## config.mk

```make
export PLATFORM = sky130hd
export DESIGN_NAME = mastermind_feedback
export DESIGN_NICKNAME = d
export VERILOG_FILES = /design/src/rtl/mastermind_pkg.sv /design/src/rtl/mastermind_feedback.sv
export SDC_FILE = /design/constraint.sdc
export NUM_CORES = 1
export LEC_CHECK = 0
export CORE_MARGIN = 2
export CORE_UTILIZATION = 33
export DETAILED_ROUTE_END_ITERATION = 16
export GPL_TIMING_DRIVEN = 0
export HOLD_SLACK_MARGIN = 0.05
export PLACE_DENSITY = 0.6
export SETUP_SLACK_MARGIN = 0.1
export SLEW_MARGIN = 0
export SYNTH_ARGS = -nofsm -noshare
export SYNTH_HDL_FRONTEND = slang
export SYNTH_SLANG_ARGS = --single-unit
export TNS_END_PERCENT = 5
```

## constraint.sdc

```tcl
create_clock -name sys_clk -period 3.17 [get_ports sys_clk]
set_input_delay 0.634 -clock sys_clk [delete_from_list [all_inputs] [get_ports sys_clk]]
set_output_delay 0.634 -clock sys_clk [all_outputs]
set_load 0.03 [all_outputs]
```

## src/rtl/mastermind_pkg.sv

```systemverilog
// Shared definitions for the Mastermind core: sizing constants, colour codes,
// scoring FSM encoding and the colour-code decode used for legality checks.
package mastermind_pkg;

   localparam int COLOR_W    = 3;
   localparam int NUM_PEGS   = 4;
   localparam int NUM_COLORS = 6;

   localparam int CODE_W = NUM_PEGS * COLOR_W;
   localparam int CNT_W  = $clog2(NUM_PEGS + 1);
   localparam int IDX_W  = $clog2(NUM_PEGS);
   localparam int CLR_W  = $clog2(NUM_COLORS + 1);

   // Colour codes; 0 marks an empty slot, codes above the last colour are unused.
   localparam logic [COLOR_W-1:0] COLOR_EMPTY  = 3'b000;
   localparam logic [COLOR_W-1:0] COLOR_RED    = 3'b001;
   localparam logic [COLOR_W-1:0] COLOR_GREEN  = 3'b010;
   localparam logic [COLOR_W-1:0] COLOR_BLUE   = 3'b011;
   localparam logic [COLOR_W-1:0] COLOR_YELLOW = 3'b100;
   localparam logic [COLOR_W-1:0] COLOR_ORANGE = 3'b101;
   localparam logic [COLOR_W-1:0] COLOR_PURPLE = 3'b110;

   typedef enum logic [1:0] {
      ST_IDLE  = 2'd0,
      ST_EXACT = 2'd1,
      ST_COLOR = 2'd2,
      ST_DONE  = 2'd3
   } state_t;

   // One-hot decode of a colour code, same mapping as the switch decode;
   // an all-zero result means the code is empty or out of range.
   function automatic logic [NUM_COLORS-1:0] color_onehot(input logic [COLOR_W-1:0] code);
      logic [NUM_COLORS-1:0] oh;
      oh = '0;
      case (code)
         COLOR_RED:    oh[0] = 1'b1;
         COLOR_GREEN:  oh[1] = 1'b1;
         COLOR_BLUE:   oh[2] = 1'b1;
         COLOR_YELLOW: oh[3] = 1'b1;
         COLOR_ORANGE: oh[4] = 1'b1;
         COLOR_PURPLE: oh[5] = 1'b1;
         default:      oh    = '0;
      endcase
      return oh;
   endfunction

endpackage

```

## src/rtl/mastermind_feedback.sv

```systemverilog
// Mastermind scoring stage: latches guess/answer on start, counts exact hits
// one peg per cycle while building per-colour histograms of the unmatched
// pegs, then sums min(hist_g, hist_a) one colour per cycle for partial hits.
module mastermind_feedback
   import mastermind_pkg::*;
(
   input  logic              sys_clk,
   input  logic              Reset,
   input  logic              start,
   input  logic [CODE_W-1:0] guess,
   input  logic [CODE_W-1:0] answer,
   output logic              busy,
   output logic              done,
   output logic [CNT_W-1:0]  exact_cnt,
   output logic [CNT_W-1:0]  partial_cnt,
   output logic              win,
   output logic              invalid
);

   localparam logic [IDX_W-1:0] LAST_IDX = IDX_W'(NUM_PEGS - 1);
   localparam logic [CLR_W-1:0] LAST_CLR = CLR_W'(NUM_COLORS);
   localparam logic [CNT_W-1:0] ALL_HIT  = CNT_W'(NUM_PEGS);

   state_t              state_reg, state_next;
   logic [CODE_W-1:0]   guess_reg, answer_reg;
   logic [IDX_W-1:0]    idx_reg;
   logic [CLR_W-1:0]    clr_reg;
   logic [CNT_W-1:0]    hist_g_reg [0:NUM_COLORS];
   logic [CNT_W-1:0]    hist_a_reg [0:NUM_COLORS];

   logic [NUM_PEGS-1:0] peg_bad;
   logic                any_bad;
   logic [COLOR_W-1:0]  g_peg, a_peg;
   logic                peg_hit;
   logic [CNT_W-1:0]    exact_sum;
   logic [CNT_W-1:0]    hg_cur, ha_cur, min_hist;

   // A peg is bad if either the guess or the answer code decodes to no colour.
   generate
      for (genvar gi = 0; gi < NUM_PEGS; gi++) begin : g_legal
         assign peg_bad[gi] = ~(|color_onehot(guess[gi*COLOR_W +: COLOR_W]))
                            | ~(|color_onehot(answer[gi*COLOR_W +: COLOR_W]));
      end
   endgenerate

   assign any_bad   = |peg_bad;
   assign g_peg     = guess_reg[idx_reg*COLOR_W +: COLOR_W];
   assign a_peg     = answer_reg[idx_reg*COLOR_W +: COLOR_W];
   assign peg_hit   = (g_peg == a_peg);
   assign exact_sum = exact_cnt + CNT_W'(peg_hit);
   assign hg_cur    = hist_g_reg[clr_reg];
   assign ha_cur    = hist_a_reg[clr_reg];
   assign min_hist  = (hg_cur < ha_cur) ? hg_cur : ha_cur;

   assign busy = (state_reg != ST_IDLE);
   assign done = (state_reg == ST_DONE);

   // State register.
   always_ff @(posedge sys_clk or posedge Reset) begin
      if (Reset) state_reg <= ST_IDLE;
      else       state_reg <= state_next;
   end

   // Next-state logic: illegal codes skip straight to DONE.
   always_comb begin
      state_next = state_reg;
      case (state_reg)
         ST_IDLE:  if (start) state_next = any_bad ? ST_DONE : ST_EXACT;
         ST_EXACT: if (idx_reg == LAST_IDX) state_next = ST_COLOR;
         ST_COLOR: if (clr_reg == LAST_CLR) state_next = ST_DONE;
         ST_DONE:  state_next = ST_IDLE;
         default:  state_next = ST_IDLE;
      endcase
   end

   // Scoring datapath: operand capture, exact/histogram pass, colour pass.
   always_ff @(posedge sys_clk or posedge Reset) begin
      if (Reset) begin
         guess_reg   <= '0;
         answer_reg  <= '0;
         idx_reg     <= '0;
         clr_reg     <= '0;
         exact_cnt   <= '0;
         partial_cnt <= '0;
         win         <= 1'b0;
         invalid     <= 1'b0;
         for (int i = 0; i <= NUM_COLORS; i++) begin
            hist_g_reg[i] <= '0;
            hist_a_reg[i] <= '0;
         end
      end else begin
         case (state_reg)
            ST_IDLE: begin
               if (start) begin
                  guess_reg   <= guess;
                  answer_reg  <= answer;
                  idx_reg     <= '0;
                  clr_reg     <= '0;
                  exact_cnt   <= '0;
                  partial_cnt <= '0;
                  win         <= 1'b0;
                  invalid     <= any_bad;
                  for (int i = 0; i <= NUM_COLORS; i++) begin
                     hist_g_reg[i] <= '0;
                     hist_a_reg[i] <= '0;
                  end
               end
            end
            ST_EXACT: begin
               // Only unmatched pegs enter the histograms, so exact hits
               // are never double-counted as partial hits.
               if (peg_hit) begin
                  exact_cnt <= exact_sum;
               end else begin
                  hist_g_reg[g_peg] <= hist_g_reg[g_peg] + CNT_W'(1);
                  hist_a_reg[a_peg] <= hist_a_reg[a_peg] + CNT_W'(1);
               end
               idx_reg <= idx_reg + IDX_W'(1);
               if (idx_reg == LAST_IDX) begin
                  win     <= (exact_sum == ALL_HIT);
                  clr_reg <= CLR_W'(1);
               end
            end
            ST_COLOR: begin
               partial_cnt <= partial_cnt + min_hist;
               clr_reg     <= clr_reg + CLR_W'(1);
            end
            default: ;
         endcase
      end
   end

endmodule
```

# == Word level (Yosys, flattened, before mapping) ==
# Cells that the tools add are included.
# classes
addsub,6
n_mul,1
magnitude_cmp,6
eq_ne,60
n_shift,2
n_mux,88
bitwise,15
n_reduce_logical,24
# ops
op,n
$pmux W21 S2,2
$eq A3 B3 Y1 const B,26
$mux W21,3
$mux W1,50
$eq A3 B2 Y1 const B,16
$reduce_or A6 Y1,8
$bwmux W21,2
$mux W3,14
$bmux W3 S3,4
$eq A3 B1 Y1 const B,8
$shiftx A12 B5 Y3,2
$demux W3 S3,2
$reduce_and A3 Y1,5
$ge A4 B4 Y1 const B,3
$not A3 Y4,3
$pmux W3 S2,2
$mux W2,5
$ne A2 B2 Y1 const B,5
$add A3 B1 Y3 const B,3
$pmux W3 S3,1
$lt A4 B1 Y1 const B,2
$not A1 Y1,8
$pmux W2 S4,1
$eq A2 B2 Y1 const B,3
other kinds (16),24
# totals
register_bits,81
input_bits,27
out_inout_bits,10
wordCells,225

# == Depth between registers and ports, before layout ==
# logic_depth
depth_word,10
depth_mapped,15
mapped_depth_nobuf,13

# == Worst setup path before layout ==
# OpenSTA, ideal clock, no wires.
# synth_path
kind,reg-to-reg
start,reg clr_reg[1]
end,reg partial_cnt[2]
setup_time_ns,0.124
arrival_time_ns,3.119
required_time_ns,3.046
slack_ns,-0.073
stages_incl_launch_ff,14
path_buffers,2
period_less_slack_ns,3.243
cell_sequence,dfrtp_1 > clkbuf_1 > buf_2 > mux2i_1 > o2bb2ai_1 > mux2_2 > ha_1 > or4b_2 > nand3_1 > ha_1 > fa_1 > xnor2_1 > and3_1 > a211o_1
# synth_via
elab_chain_len,8
elab_cells_between_ends,11
classes_between,1 x add/sub; 1 x order compare; 8 x mux; 1 x bitwise
# synth_rtl
item,line_no,rtl
"start, declared",mastermind_feedback.sv:27,logic [CLR_W-1:0] clr_reg;
"start signal, assigned",mastermind_feedback.sv:126,clr_reg <= clr_reg + CLR_W'(1);
$not A3 Y4 (implied by the code) (*),"mastermind_feedback.sv:51, mastermind_feedback.sv:52",
"$bmux W3 S3, on equally long branches","mastermind_feedback.sv:51, mastermind_feedback.sv:52",
"$mux W3, on equally long branches (2 in a row)","mastermind_feedback.sv:51, mastermind_feedback.sv:52",
$lt A3 B3 Y1,mastermind_feedback.sv:53,assign min_hist = (hg_cur < ha_cur) ? hg_cur : ha_cur;
$mux W3 (*),mastermind_feedback.sv:53,
$add A3 B3 Y3 (*),mastermind_feedback.sv:125,partial_cnt <= partial_cnt + min_hist;
$pmux W3 S2 (*),mastermind_feedback.sv:92,case (state_reg)
"end signal, assigned",mastermind_feedback.sv:125,
"end, declared",mastermind_feedback.sv:15,"output logic [CNT_W-1:0] partial_cnt,"
# Every way passes the cells marked *; elsewhere a longest branch is shown, timed or not. The select of a mux whose other input is x is not followed.
# A chain may end at the register's enable or synchronous reset.

# == Final worst setup path ==
# layout_path
start,reg clr_reg[0]
end,reg partial_cnt[2]
# Same word-level chain as after synthesis.

==> metrics.yaml <==
clock_sinks: 81
finalWorstSetupSlack_ns: -0.03286
synth_nets: 493
start_util_pct: 33.62
clk_path_buf_depth: 2
ant_nets: 0
hold_viol: 0
fin_area_um2: 5953
cts_hold_buffers: 0
ff2ff_path_depth: 12
pwr_density_cell_nw_per_um2: 1153
end_kind: "flop"
worstSetupPathType: "flop to flop"
core_area_um2: 14480
setup_viol: 1
die_area_um2: 15740
rows: 44
instances_no_fill: 695
ys_seq_area_share_pct: 41.63
grt_use_total_pct: 16.75
final_common_cell: "dfrtp_1"
rsz0062_at_grt: "yes"
fin_nets: 549
yosys_warnings: 0
dr.pass1.iters: 5
vias: 3862
netlist_area_um2: 4868
fin_util_pct: 41.12
dpl_cell_area_um2: 5525
fin_crit_sh_pct: 101.0
via_per_inst: 5.557
cts_tree: "yes"
grt_pass1_wl_mm: 20.91
start_kind: "flop"
cts_inserted_buffers: 9
drc: 0
critPathRequiredTime_ns: 3.40
tns_ns: -0.03286
whs_path_depth: 2
finalMaxSlewViolations: 0
portBuffers: 36
cp.depth: 12
violations: "setup timing"
worstPathCellList: "buf_8 > mux4_2 > nor2_2 > a21oi_2 > ha_1 > or4b_4 > nand3_2 > ha_2 > fa_2 > xnor2_2 > nor4b_2 > a211o_1"
htreeDepth: 3
synth_flop_cell: "dfrtp_1"
cpMaxStageDelayCell: "mux4_2"
path_buf_inv: 1
n_fill_cell: 1410
drt-total-wl_mm: 12.55
synth.distinct_cells: 68
clk_pin_slew_ns: 0.06
pre_cts_ws_ns: -0.3768
cp_top_family: "simple AND/OR/NAND/NOR gates"
cts_root_buffer: "clkbuf_16"
slew_headroom_pct: 48.12
antenna_found_initial: 0
p_leak_nw: 2.457
clk_latency_ns: 0.34
dieWidth_um: 125.5
synth_edf_count: 0
run_status: "complete, but fails checks"
grt_pass1_vias: 3916
drt_iter0_markers: 339
maxCapViolCount: 0
critPathArrivalTime_ns: 3.43
cpPeakStageDelay_ns: 0.54
drive_gt1_share_pct: 23.68
period_minus_slack_ns: 3.203
diodes: 0
syn-instance-count: 451
post-dp-hpwl_mm: 9.260
synth-seq-cells: 81
grt_max_degree: 68
num_io_pins: 37
mostFrequentLayoutCells: "dfrtp_1 (80), clkdlybuf4s50_1 (36), mux2_2 (32), nor2_1 (28), nand2_1 (27)"
worstMarginPinSlew_ns: 0.7711
ir_worst_vdd_uv: 395.1
grt_overflow_total: 0
dp_cells: 672
ys_async_sr_fraction_pct: 100.0
hold_path.class: "flop to flop"
wl_per_cell_um: 18.06
die_h_um: 125.5
path_max_fanout: 4
gp_congestion: 0.9266
syn_area_per_cell_um2: 10.79
fin_skew_ns: 0.01195
syn_to_final_growth_pct: 22.28
clock.fmax_mhz: 312.2
-- final cells by class --
type	count	area (um^2)	share of cell area, %
multi-input cells	327	2710	45.52
well taps	184	230.2	3.867
plain buffers	23	177.7	2.984
clock inverters	4	28.78	0.4834
repair buffers	45	447.9	7.524
clock buffers	11	252.7	4.245
flip-flops and latches	81	2028	34.07
inverters	20	77.57	1.303
-- path summary, 6_finish.rpt --
| check | from | end | slack, ns |
|---|---|---|---|
| worst max-delay path | clr_reg[0] | partial_cnt[2] | -0.03 |
| worst min-delay path | invalid | invalid | 0.48 |
| worst max register to register | clr_reg[0] | partial_cnt[2] | -0.03 |
| worst min register to register | invalid | invalid | 0.48 |
| max in group asynchronous | Reset | clr_reg[0] | 2.00 |
| min in group asynchronous | Reset | hist_a_reg[0] | 0.57 |
-- cells by family after synthesis --
kind of cell / after synthesis / share of synthesized area (%)
buffers and inverters: 43 / 4.472
AND/OR/NAND/NOR: 121 / 12.75
flip-flops: 81 / 41.63
adder cells (fa/ha/maj): 15 / 4.009
AO/OA/AOI/OAI: 122 / 18.25
multiplexers: 61 / 16.91
XOR/XNOR: 8 / 1.979
-- worst reg2reg max path, cell delays in order, from the launching register on --
cell and delay, ns:
dfrtp_2 0.40, buf_8 0.13, mux4_2 0.54, nor2_2 0.12, a21oi_2 0.07, ha_1 0.35, or4b_4 0.53, nand3_2 0.09
ha_2 0.17, fa_2 0.21, xnor2_2 0.13, nor4b_2 0.08, a211o_1 0.28
-- metrics by stage --
stage	hold slack (ns)	total power, mW
floorplan	0.4636	4.653
global placement	0.4697	5.530
detailed placement	0.4745	5.633
CTS	0.4885	6.776
global route	0.5218	7.360
finish	0.4827	6.865
-- synth_stat cells (all sizes together), types with 2 or more instances --
cell     instances  area, um^2
mux4            13       296.5
clkbuf          10       37.54
dfrtp           81        2027
o22ai            5       31.28
or3              4       25.02
nand3           11       55.05
or2              3       18.77
xor2             2       25.03
nor3b            2       15.01
a2bb2o           2       20.02
buf             13       105.1
nor3            13       70.07
xnor2            6       71.32
nor2b            7       43.79
o2bb2ai         15       131.4
a22oi            6       45.04
mux2i           14       140.1
a22o             3       26.28
o21ai           30       150.1
nor2            29       108.9
a31oi            7       43.79
and3             7       43.79
a21boi           2       18.77
a21oi           19       95.09
nand2b           8       65.07
o221ai           2       23.77
mux2            34       386.6
inv             19       71.32
nor4b            2       17.52
a211oi           2       20.02
a32o            17       170.2
ha              14       175.2
nand2           29       113.9
-- layer usage --
metal	part of all wire, %	vias to the layer above	wire, um	global-route usage [%]
met5	0	-	0	0
met4	1.6	0	206	4.706
met3	4.8	16	598	4.065
met2	46	97	5827	25.56
met1	47	1942	5922	23.80
li1	-	1807	-	-
-- power breakdown --
| part | internal, mW | leakage, nW | total, mW | switching, mW |
|---|---|---|---|---|
| logic | 1.79 | 1.27 | 4.12 | 2.33 |
| registers | 1.44 | 1.06 | 1.75 | 0.304 |
| clock network | 0.569 | 0.134 | 0.996 | 0.427 |
| total | 3.80 | 2.46 | 6.87 | 3.06 |
-- what timing repair did --
action | CTS | global route
setup endpoints to repair | 5 | 16
resized for setup | 14 | 12
cloned | 0 | 0
pin swaps | 3 | 2
setup buffers | 6 | 2
Power figures use the tool's default switching activity.
==> edit 1 (same settings) <==
Change the package constant `NUM_PEGS` from 4 to 8.
--- a/src/rtl/mastermind_pkg.sv
+++ b/src/rtl/mastermind_pkg.sv
@@ -4,5 +4,5 @@
 
    localparam int COLOR_W    = 3;
-   localparam int NUM_PEGS   = 4;
+   localparam int NUM_PEGS   = 8;
    localparam int NUM_COLORS = 6;
 
Interface: changed (resized answer, exact_cnt, guess and partial_cnt); port bits go from 37 to 63. The function was not compared with the original's and may differ.
==> edit 1 against the original RTL <==
The flow still finishes with violations (negative setup slack); worst hold slack improved by 0.0098 ns; design area rose by 55%; total power rose by 45%; sequential cell count rose by 41; first-iteration DRC count rose by 31%; maximum frequency fell by 9.5%; via count rose by 48%; count of clock-buffer cells in the layout rose by 8; wire length rose by 58%; setup slack got worse by 0.34 ns; area after synthesis rose by 46%; cell count rose by 51%; critical path type unchanged; critical endpoint is now partial_cnt[3].
==> edit 1: results (changes against the original RTL) <==
multi_input_area_share: 0.4348  # -0.02043
power_density_nw_per_um2: 1080  # -6.4%
ctsResizeCount: 70  # +56
fillCellCount: 2019  # +43%
met2_usage: 0.2911  # +0.03549
fin_worst_skew_ns: 0.01106  # -0.0008884 ns
first_iter_violations: 444  # +31%
synth-main-ff-cell: "dfrtp_1"
hpwlAfterDp_mm: 14.37  # +55%
final_nets: 831  # +51%
grtUsageMet1: 0.2487  # +0.01070
status: "complete, but fails checks"
leakagePower_nw: 3.943  # +60%
nClkBuffers: 19  # +8
violations: "negative setup slack"
clkLatencyLatePin_ns: 0.43  # +0.09 ns
grt_first_pass_wirelength_mm: 31.49  # +51%
pg_seq_mw: 2.45  # +40%
multi_input_comb_cells: 480  # +47%
wire_per_inst_um: 18.85  # +4.4%
buf_share: 0.1218  # +0.01676
vias_per_cell: 5.433  # -2.2%
h-tree-depth: 4  # +1
wirelength_mm: 19.77  # +58%
num-nonclk-buffers: 118  # +74%
inv_count: 22  # +10%
yosys-top-cells-area: "dfrtp_1 (43%), mux2_2 (8.4%), mux2i_1 (4.9%)"
gp_congestion: 0.9169  # -1.0%
drive_gt1_frac: 0.2597  # +0.02290
power_switching_mw: 4.322  # +41%
yosys_register_bits: 122  # +51%
setup_viol: 6  # +5
ir_drop_mv: 0.4887  # +24%
synth_area_per_cell_um2: 10.80  # about the same
taps: 275  # +49%
ctsHoldBuffers: 0  # unchanged
cp_max_fo: 5  # +1
grt_max_degree: 42  # -38%
multi_input_area_um2: 4005  # +48%
sh_seq_area: 0.3316  # -0.009122
path_delay_family: "multiplexers"
dpl_worst_slack_ns: -1.672  # -1.295 ns
place_area_um2: 8134  # +47%
grt_use_total: 0.1832  # +0.01561
crit_arrival_ns: 3.86  # +0.43 ns
reg2reg_depth: 16  # +4
grt_pass1_vias: 5644  # +44%
tns_ns: -0.6359  # -0.6031 ns
worst_slack_ns: -0.3696  # -0.3368 ns
relSlewSlack: 0.5386  # +0.05739
dp_cells: 998  # +49%
post_cts_buffers: 13  # +7
yosysUniqueCellTypes: 65  # -4.4%
grtUsageMet3: 0.03424  # -0.006408
numCtsBuffers: 17  # +8
portBuffers: 62  # +72%
syn_nets: 728  # +48%
synth-edff-count: 0  # unchanged
final-clk-cell-share: 0.06357  # +0.01628
edit 1: kinds of logic (layout without fill, tap and decap cells):
logic type      after synthesis  after routing  synth area share
compound gates              148            148            0.1463
flops                       122            122            0.4297
simple gates                191            191            0.1278
buf+inv                      56            172           0.04173
mux                         109            109            0.2013
xor+xnor                     13             13           0.01867
fa+ha+maj                    19             19           0.03451
edit 1: path summary, 6_finish.rpt:
| path | startpoint | end | slack (ns) |
|---|---|---|---|
| worst max-delay path | clr_reg[0] | partial_cnt[3] | -0.37 |
| worst min-delay path | hist_a_reg[11] | hist_a_reg[11] | 0.49 |
| worst max register to register | clr_reg[0] | partial_cnt[3] | -0.37 |
| worst min register to register | hist_a_reg[11] | hist_a_reg[11] | 0.49 |
| max in group asynchronous | Reset | hist_g_reg[25] | 1.91 |
| min in group asynchronous | Reset | win | 0.50 |
edit 1: layer usage:
layer	vias to the layer above	share of wire
li1	2651	-
met1	2806	0.45
met2	209	0.47
met3	33	0.052
met4	0	0.023
met5	-	0
==> edit 2 (config.mk and constraints unchanged) <==
Made on the original files. Encoding of `state_t`: now one-hot (4 bits for 4 states).
--- a/src/rtl/mastermind_pkg.sv
+++ b/src/rtl/mastermind_pkg.sv
@@ -21,9 +21,9 @@
    localparam logic [COLOR_W-1:0] COLOR_PURPLE = 3'b110;
 
-   typedef enum logic [1:0] {
-      ST_IDLE  = 2'd0,
-      ST_EXACT = 2'd1,
-      ST_COLOR = 2'd2,
-      ST_DONE  = 2'd3
+   typedef enum logic [3:0] {
+      ST_IDLE  = 4'b0001,
+      ST_EXACT = 4'b0010,
+      ST_COLOR = 4'b0100,
+      ST_DONE  = 4'b1000
    } state_t;
 
Function: same outputs for any inputs over 4 cycles, from zero or initial values and one cycle with Reset high; so few cycles prove little.
==> edit 2 against the original RTL <==
Wire length up 2.2%; area after synthesis down 2.0%; via count up 4.9%; the run still ends with negative setup slack left; setup slack better by 0.020 ns; critical path type unchanged; highest routed layer unchanged; critical endpoint unchanged; sequential cell count increased by 2; design area shrank 0.88%; cell count is 3.6% higher; synthesized cell count grew 7.1%.
Power is not compared: it rests on default switching activity, and its combinational part moved more than twofold at a synthesized area within 25%.
==> edit 2: results (changes against the original RTL) <==
crit_arrival_ns: 3.40  # -0.03 ns
grt_first_pass_wirelength_mm: 20.77  # -0.69%
wirelength_mm: 12.83  # +2.2%
synth_adder_area_share: 0.03041  # -0.009686
syn_inst: 483  # +7.1%
yosysUniqueCellTypes: 59  # -13%
synth_xor_area_frac: 0.01782  # -0.001965
status: "complete, but fails checks"
synth-main-ff-cell: "dfrtp_1"
synth_mux_area_frac: 0.1148  # -0.05430
grt_use_total: 0.1683  # +0.0007591
vias_per_cell: 5.625  # +1.2%
worst_slack_ns: -0.01274  # +0.02012 ns
synth_commonest_cells: "nand2_1 (115), dfrtp_1 (82), o21ai_0 (37), a32o_1 (21), nor2_1 (19)"
fin_worst_skew_ns: 0.007013  # -0.004938 ns
grt_max_degree: 48  # -29%
setup_viol: 1  # unchanged
synth_compound_area_frac: 0.1701  # -0.01235
path_delay_family: "adder cells"
yosys-top-cells-area: "dfrtp_1 (43%), nand2_1 (9.0%), mux4_2 (5.2%)"
tightest_slew_ns: 0.7845  # +0.01341 ns
first_iter_violations: 387  # +14%
gp_congestion: 0.8945  # -3.5%
grt_pass1_vias: 4077  # +4.1%
hold_path_startpoint: "guess_reg[2]"
synth_seq_area_share: 0.4354  # +0.01904
dpl_worst_slack_ns: -0.3274  # +0.04944 ns
tns_ns: -0.01274  # +0.02012 ns
syn_nets: 521  # +5.7%
violations: "negative setup slack"
place_area_um2: 5436  # -1.6%
-- edit 2: tightest hold or removal path, stage by stage (launching register included) --
cell	delay, ns
dfrtp_1	0.34
nand2_1	0.05
nand2_1	0.06
-- edit 2: cell families after synthesis --
| kind of cell | count (synthesis) |
|---|---|
| simple gates | 194 |
| compound gates | 110 |
| flops | 83 |
| buf+inv | 40 |
| mux | 37 |
| fa+ha+maj | 11 |
| xor+xnor | 8 |
-- edit 2: power by group through the flow --
stage	combinational, mW	sequential [mW]	clock, mW
6_report	1.82	1.36	1.12
5_1_grt	1.98	1.38	1.18
4_1_cts	1.77	1.35	1.12
3_5_place_dp	1.71	1.37	0
3_3_place_gp	1.69	1.36	0
2_1_floorplan	1.26	1.34	0
-- edit 2: what timing repair did --
action,in CTS,in global routing
resized for setup,14,13
setup endpoints to repair,17,28
pin swaps,5,4
buffers inserted,3,1
endpoints found under the hold margin,0,0
hold buffers,0,0
-- edit 2: path summary, 6_finish.rpt --
kind	endpoint	slack [ns]	cells after the start
setup reg to reg	partial_cnt[2]	-0.01	14
min in group asynchronous	hist_a_reg[20]	0.69	2
setup / recovery	partial_cnt[2]	-0.01	14
hold reg to reg	guess_reg[2]	0.48	2
max in group asynchronous	clr_reg[1]	1.89	3
hold / removal	guess_reg[2]	0.48	2
-- edit 2: stage by stage --
stage	hold WS (ns)	power (mW)
6_report	0.4766	4.293
5_1_grt	0.4987	4.537
3_3_place_gp	0.4539	3.048
3_5_place_dp	0.4628	3.080
4_1_cts	0.4776	4.244
2_1_floorplan	0.4373	2.601
-- edit 2: cell type report --
type                       count  area (um2)
sequential                    83        2078
inverter                      13       51.30
multi-input combinational    360        2601
tap                          180       225.2
buffer                        27       215.2
clock inverter                 4       75.07
clock buffer                  12       236.5
fill                        1382        8088
timing repair buffer          41       417.9
-- edit 2: routing by layer --
metal  share of wire  track usage
met1            0.45       0.2219
met2            0.48       0.2690
met3           0.038      0.02663
met4           0.032      0.08460
met5               0            0
